[config.mk]
export PLATFORM = sky130hd
export DESIGN_NAME = uart_rx_core_flat
export DESIGN_NICKNAME = d
export VERILOG_FILES = /design/src/rtl/uart_rx_core_if.sv /design/src/rtl/uart_rx_core.sv /design/src/flat_wrapper.sv
export SDC_FILE = /design/constraint.sdc
export NUM_CORES = 1
export LEC_CHECK = 0
export ABC_AREA = 1
export CAP_MARGIN = 0
export CELL_PAD_IN_SITES_DETAIL_PLACEMENT = 0
export CELL_PAD_IN_SITES_GLOBAL_PLACEMENT = 1
export CORE_ASPECT_RATIO = 0.8
export CORE_MARGIN = 4
export CORE_UTILIZATION = 36
export DETAILED_ROUTE_END_ITERATION = 10
export GPL_ROUTABILITY_DRIVEN = 1
export GPL_TIMING_DRIVEN = 0
export PLACE_DENSITY_LB_ADDON = 0.1
export SLEW_MARGIN = 20
export SYNTH_ARGS = -nofsm -noshare
export SYNTH_HDL_FRONTEND = slang
export SYNTH_SLANG_ARGS = --single-unit
[constraint.sdc]
create_clock -name clk -period 1.4 [get_ports clk]
set_input_delay 0.14 -clock clk [delete_from_list [all_inputs] [get_ports clk]]
set_output_delay 0.14 -clock clk [all_outputs]
set_load 0.005 [all_outputs]
[src/rtl/uart_rx_core_if.sv]
// rtl/uart_rx_core_if.sv - receive-byte handshake between uart_rx_core and the rx FIFO
interface uart_rx_core_if #(
   parameter int width = 8
);
   logic [width-1:0] out_data;
   logic             out_valid;
   logic             out_ready;

   modport master (
      output out_data,
      output out_valid,
      input  out_ready
   );

   modport slave (
      input  out_data,
      input  out_valid,
      output out_ready
   );
endinterface

[src/rtl/uart_rx_core.sv]
// rtl/uart_rx_core.sv - oversampled UART receiver with 2-flop synchronizer, break detection and overrun flagging
module uart_rx_core #(
   parameter int width      = 8,
   parameter int baud_rate  = 9600,
   parameter int clock_freq = 460800
) (
   input  logic            clk,
   input  logic            rst,
   input  logic            rx,
   uart_rx_core_if.master  out_if,
   output logic            frame_error,
   output logic            overrun,
   output logic            busy
);
   localparam int CPB = clock_freq / baud_rate;
   localparam int CW  = $clog2(CPB);
   localparam int IW  = $clog2(width + 1);

   localparam logic [CW-1:0] CNT_HALF = CW'(CPB / 2 - 1);
   localparam logic [CW-1:0] CNT_LAST = CW'(CPB - 1);
   localparam logic [IW-1:0] IDX_LAST = IW'(width - 1);

   if (CPB < 4) begin : g_cpb_check
      $error("uart_rx_core: clock_freq/baud_rate must be at least 4");
   end

   typedef enum logic [2:0] {
      S_IDLE,
      S_START,
      S_DATA,
      S_STOP,
      S_BREAK
   } state_t;

   state_t           r_state, w_state_nxt;
   logic [CW-1:0]    r_cnt, w_cnt_nxt;
   logic [IW-1:0]    r_idx, w_idx_nxt;
   logic [width-1:0] r_shift, w_shift_nxt;
   logic [width-1:0] r_data, w_data_nxt;
   logic             r_valid, w_valid_nxt;
   logic             r_fe, w_fe_nxt;
   logic             r_ov, w_ov_nxt;
   logic             r_rx_m, r_rx_s;
   logic             w_deliver;

   always_ff @(posedge clk) begin
      if (rst) begin
         r_rx_m  <= 1'b1;
         r_rx_s  <= 1'b1;
         r_state <= S_IDLE;
         r_cnt   <= '0;
         r_idx   <= '0;
         r_shift <= '0;
         r_data  <= '0;
         r_valid <= 1'b0;
         r_fe    <= 1'b0;
         r_ov    <= 1'b0;
      end else begin
         r_rx_m  <= rx;
         r_rx_s  <= r_rx_m;
         r_state <= w_state_nxt;
         r_cnt   <= w_cnt_nxt;
         r_idx   <= w_idx_nxt;
         r_shift <= w_shift_nxt;
         r_data  <= w_data_nxt;
         r_valid <= w_valid_nxt;
         r_fe    <= w_fe_nxt;
         r_ov    <= w_ov_nxt;
      end
   end

   // Start bit is re-checked mid-bit; data and stop bits are then sampled one full bit apart.
   always_comb begin
      w_state_nxt = r_state;
      w_cnt_nxt   = r_cnt;
      w_idx_nxt   = r_idx;
      w_shift_nxt = r_shift;
      w_deliver   = 1'b0;
      w_fe_nxt    = 1'b0;
      case (r_state)
         S_IDLE: begin
            if (!r_rx_s) begin
               w_state_nxt = S_START;
               w_cnt_nxt   = '0;
            end
         end
         S_START: begin
            w_cnt_nxt = r_cnt + 1'b1;
            if (r_cnt == CNT_HALF) begin
               w_cnt_nxt   = '0;
               w_idx_nxt   = '0;
               w_state_nxt = r_rx_s ? S_IDLE : S_DATA;
            end
         end
         S_DATA: begin
            w_cnt_nxt = r_cnt + 1'b1;
            if (r_cnt == CNT_LAST) begin
               w_shift_nxt = {r_rx_s, r_shift[width-1:1]};
               w_cnt_nxt   = '0;
               w_idx_nxt   = r_idx + 1'b1;
               if (r_idx == IDX_LAST) begin
                  w_state_nxt = S_STOP;
               end
            end
         end
         S_STOP: begin
            w_cnt_nxt = r_cnt + 1'b1;
            if (r_cnt == CNT_LAST) begin
               w_cnt_nxt = '0;
               if (r_rx_s) begin
                  w_deliver   = 1'b1;
                  w_state_nxt = S_IDLE;
               end else begin
                  w_fe_nxt    = 1'b1;
                  w_state_nxt = S_BREAK;
               end
            end
         end
         S_BREAK: begin
            if (r_rx_s) begin
               w_state_nxt = S_IDLE;
            end
         end
         default: w_state_nxt = S_IDLE;
      endcase
   end

   // A consumed byte frees the holding register in the same cycle a new one arrives.
   always_comb begin
      w_data_nxt  = r_data;
      w_valid_nxt = r_valid;
      w_ov_nxt    = 1'b0;
      if (r_valid && out_if.out_ready) begin
         w_valid_nxt = 1'b0;
      end
      if (w_deliver) begin
         if (!r_valid || out_if.out_ready) begin
            w_data_nxt  = r_shift;
            w_valid_nxt = 1'b1;
         end else begin
            w_ov_nxt = 1'b1;
         end
      end
   end

   assign out_if.out_data  = r_data;
   assign out_if.out_valid = r_valid;
   assign frame_error      = r_fe;
   assign overrun          = r_ov;
   assign busy             = (r_state != S_IDLE);
endmodule

[src/flat_wrapper.sv]
// flat-port wrapper written by rule: the top's interface ports become plain ports
module uart_rx_core_flat 
#(
   parameter int width      = 8,
   parameter int baud_rate  = 9600,
   parameter int clock_freq = 460800
)
  (clk, rst, rx, frame_error, overrun, busy, out_if_out_data, out_if_out_valid, out_if_out_ready);
  uart_rx_core_if #(.width(width)) out_if_i ();
  input  logic clk;
  input  logic rst;
  input  logic rx;
  output logic frame_error;
  output logic overrun;
  output logic busy;
  output wire logic [$bits(out_if_i.out_data)-1:0] out_if_out_data;
  output wire logic [$bits(out_if_i.out_valid)-1:0] out_if_out_valid;
  input wire logic [$bits(out_if_i.out_ready)-1:0] out_if_out_ready;
  assign out_if_out_data = out_if_i.out_data;
  assign out_if_out_valid = out_if_i.out_valid;
  assign out_if_i.out_ready = out_if_out_ready;
  uart_rx_core #(.width(width), .baud_rate(baud_rate), .clock_freq(clock_freq)) u_core (.clk(clk), .rst(rst), .rx(rx), .out_if(out_if_i), .frame_error(frame_error), .overrun(overrun), .busy(busy));
endmodule
==> results.sh <==
export IMPL_post_route_drc_count=0
export IMPL_die_w_um=80.1
export IMPL_floorplan_die_area_mm2=0.00526
export IMPL_total_congestion_overflow=0
export IMPL_cts_sink_count=34
export IMPL_drive_above_1_share=0.278
export IMPL_clkPwrFrac=0.257
export IMPL_placed_area_mm2=0.00171
export IMPL_postSynthNetCount=204
export IMPL_clk_latency_ns=0.28
export IMPL_std_cell_rows=20
export IMPL_power_leakage_nw=0.798
export IMPL_pin_count=16
export IMPL_syn_cell_area_mm2=0.00150
export IMPL_floorplan_die_height_um=65.7
export IMPL_mostFrequentLayoutCells="35 x sky130_fd_sc_hd__nor2_1, 31 x sky130_fd_sc_hd__nand2_1, 28 x sky130_fd_sc_hd__dfxtp_1"
export IMPL_detail_route_wl_per_cell_um=12.3
export IMPL_outcome="finished, final reports clean"
export IMPL_first_global_vias=1220
export IMPL_final_setup_tns_ns=0
export IMPL_coreArea_mm2=0.00390
export IMPL_crit_reg2reg_launch="u_core.r_cnt[0]"
export IMPL_most_common_library_cell_in_the_layout_ignoring_fill_and_taps="sky130_fd_sc_hd__nor2_1"
export IMPL_area_growth_from_synthesis_to_layout_pct=33.9
export IMPL_drt_first_iter_violations=73
export IMPL_timing_fmax_mhz=734
export IMPL_layout_worst_path_cycle_share=0.973
export IMPL_seq_power_share=0.393
export IMPL_gp_routability_congestion=0.772
export IMPL_final_critical_path_setup_slack_ns=0.0384
export IMPL_num_nets_final=239
export IMPL_worstSetupPathType="flip-flop to flip-flop"
export IMPL_detail_route_antenna_nets=0
export IMPL_finalInstanceArea_mm2=0.00200
export IMPL_finalHoldViolCount=0
export IMPL_cts_tree="done"
export IMPL_ys_ff_latch=34
export IMPL_htreeDepth=2
export IMPL_hold_depth=2
export IMPL_clockBufferDepth=2
export IMPL_p_sw_frac=0.349
export IMPL_yosys_cell_types_count=29
export IMPL_synthesis_yosys_warnings=0
export IMPL_cp_data_required_time_ns=1.58
export IMPL_min_from="rst"
export IMPL_grt_setup_unrepaired="yes"
export IMPL_portBuffers=14
export IMPL_timing_critical_path_fanout_max=8
export IMPL_rr_endpoint="u_core.out_if.out_data[2]"
export IMPL_ys_seq_area_frac=0.455
export IMPL_power_internal_mw=1.88
export IMPL_max_cap_viol_count=0
export IMPL_tightest_slew_ns=0.644
export IMPL_total_switching_power_mw=1.01
export IMPL_share_comb_of_total_power=0.350
export IMPL_diodes=0
export IMPL_drt_total_wl_um=3560
export IMPL_antenna_found_initial=0
export IMPL_effective_utilization_at_floorplan=0.383
export IMPL_syn_avg_cell_area_um2=7.56
export IMPL_num_fill_cells=404
export IMPL_clk_pin_slew_ns=0.07
export IMPL_setup_violations_final=0
export IMPL_vias_per_cell=4.64
export IMPL_clock_skew_ns=0.00285
export IMPL_place_worst_setup_slack_ns=-0.185
export IMPL_rr_worst_depth=8
export IMPL_route_vias_total=1342
export IMPL_slew_headroom=0.569
export IMPL_crit_arrival_ns=1.54
export IMPL_report_final_slew_viol_count=0
export IMPL_grtUsageTotal=0.143
export IMPL_place_detailed_hpwl_um=2310
export IMPL_cp_start_kind="flip-flop"
export IMPL_setup_worst_path_end_class="flip-flop"
export IMPL_grt_first_pass_wirelength_um=5760
export IMPL_post_route_min_period_ns=1.36
export IMPL_largest_net_degree_at_the_start_of_global_routing=11
export IMPL_drt_pass1_iterations=4
export IMPL_min_delay_path_class="primary input to flip-flop"
export IMPL_hold_path_endpoint="u_core.r_idx[3]"
export IMPL_cts_root_buffer_cell="sky130_fd_sc_hd__clkbuf_8"
export IMPL_synthesis_instances=198
export IMPL_cts_buffers_inserted=5
export IMPL_power_per_cell_area_mw_per_mm2=1440
export IMPL_max_vdd_ir_drop_mv=0.740
export IMPL_timing_reg2reg_setup_slack_ns=0.04
state kept, by name (all words and copies together) (netlist names):
name and flops:
u_core.r_state 3, u_core.frame_error 1, u_core.r_idx 4, u_core.r_shift 8
u_core.r_rx_m 1, u_core.out_if.out_data 8, u_core.r_cnt 6, u_core.r_rx_s 1
u_core.out_if.out_valid 1, u_core.overrun 1
logic make-up (layout without fill, tap and decap cells):
family	Yosys count	count (layout)	synth area share
AO/OA/AOI/OAI	36	36	0.134
XOR/XNOR	1	1	0.00585
adder cells (fa/ha/maj)	2	2	0.0167
buffers and inverters	19	54	0.0569
flip-flops	34	34	0.455
AND/OR/NAND/NOR	106	107	0.332
synth_stat cells:
library cell	number	share of area
sky130_fd_sc_hd__buf_6	1	0.0075
sky130_fd_sc_hd__a21oi_1	10	0.033
sky130_fd_sc_hd__o21bai_2	1	0.0075
sky130_fd_sc_hd__inv_2	4	0.010
sky130_fd_sc_hd__o21ai_1	17	0.057
sky130_fd_sc_hd__or2_2	2	0.0084
sky130_fd_sc_hd__buf_4	1	0.0050
sky130_fd_sc_hd__nand3_2	1	0.0067
sky130_fd_sc_hd__nand4_1	1	0.0042
sky130_fd_sc_hd__clkbuf_1	3	0.0075
sky130_fd_sc_hd__nand2_2	3	0.013
sky130_fd_sc_hd__nand3_1	11	0.037
sky130_fd_sc_hd__o21ai_2	2	0.012
sky130_fd_sc_hd__ha_1	2	0.017
sky130_fd_sc_hd__dfxtp_1	34	0.45
sky130_fd_sc_hd__nor2_2	10	0.042
sky130_fd_sc_hd__o21ai_0	4	0.013
sky130_fd_sc_hd__nand2_1	34	0.085
sky130_fd_sc_hd__nor3_1	2	0.0067
sky130_fd_sc_hd__nor2_4	2	0.015
sky130_fd_sc_hd__inv_1	9	0.023
sky130_fd_sc_hd__xor2_1	1	0.0059
sky130_fd_sc_hd__o21bai_1	1	0.0050
sky130_fd_sc_hd__nor2_8	1	0.013
sky130_fd_sc_hd__or2_1	1	0.0042
sky130_fd_sc_hd__nor4_1	1	0.0042
sky130_fd_sc_hd__nor2_1	37	0.093
sky130_fd_sc_hd__inv_4	1	0.0042
sky130_fd_sc_hd__a21oi_2	1	0.0059
worst max-delay path, cell delays in order (launching register included):
cell	delay, ns
sky130_fd_sc_hd__dfxtp_4	0.36
sky130_fd_sc_hd__ha_4	0.16
sky130_fd_sc_hd__nand3_4	0.10
sky130_fd_sc_hd__nor2_4	0.14
sky130_fd_sc_hd__nand2_4	0.10
sky130_fd_sc_hd__nor2_8	0.19
sky130_fd_sc_hd__inv_8	0.07
sky130_fd_sc_hd__nor2_2	0.08
sky130_fd_sc_hd__nor2_1	0.05
layout make-up:
type / count / area [um2] / area share
flip-flops and latches: 34 / 698 / 0.349
clock buffers: 7 / 86.3 / 0.0431
clock inverters: 1 / 5.00 / 0.00250
plain buffers: 5 / 33.8 / 0.0169
repair buffers: 27 / 236 / 0.118
well taps: 55 / 68.8 / 0.0344
inverters: 14 / 62.6 / 0.0312
multi-input cells: 146 / 812 / 0.405
power by group through the flow:
stage	sequential, mW	clock (mW)	combinational [mW]
global route	1.14	0.806	1.13
finish	1.13	0.741	1.01
floorplan	1.11	0	0.598
global placement	1.13	0	0.760
detailed placement	1.13	0	0.775
CTS	1.13	0.768	0.914
worst max-delay path by stage:
stage,slack (ns),startpoint,to
after global placement,-0.17,u_core.r_cnt[0],u_core.out_if.out_data[3]
after global routing,-0.07,u_core.r_state[0],u_core.r_cnt[5]
after CTS,-0.01,u_core.r_cnt[1],u_core.out_if.out_data[2]
after detailed placement,-0.18,u_core.r_cnt[0],u_core.out_if.out_data[3]
after floorplan,0.03,u_core.r_cnt[0],u_core.out_if.out_data[0]
final,0.04,u_core.r_cnt[0],u_core.out_if.out_data[2]
stage by stage:
step | hold slack (ns) | utilization | power (mW) | std cells
floorplan | 0.244 | - | 1.71 | 198
global placement | 0.398 | 0.437 | 1.89 | 267
detailed placement | 0.397 | 0.437 | 1.91 | 267
CTS | 0.223 | 0.495 | 2.81 | 286
global route | 0.243 | 0.513 | 3.07 | 289
finish | 0.227 | 0.513 | 2.88 | 289
per-layer routing:
metal,wire length [um],track usage
met1,1860,0.195
met2,1500,0.193
met3,105,0.0466
met4,94,0.0844
met5,0,0
what timing repair did:
action,4_1_cts,5_1_grt
buffers inserted,10,2
gates cloned,1,1
resized for setup,17,15
hold buffers,0,0
setup endpoints to repair,28,22
pin swaps,4,6
(Power assumes the default switching activity.)
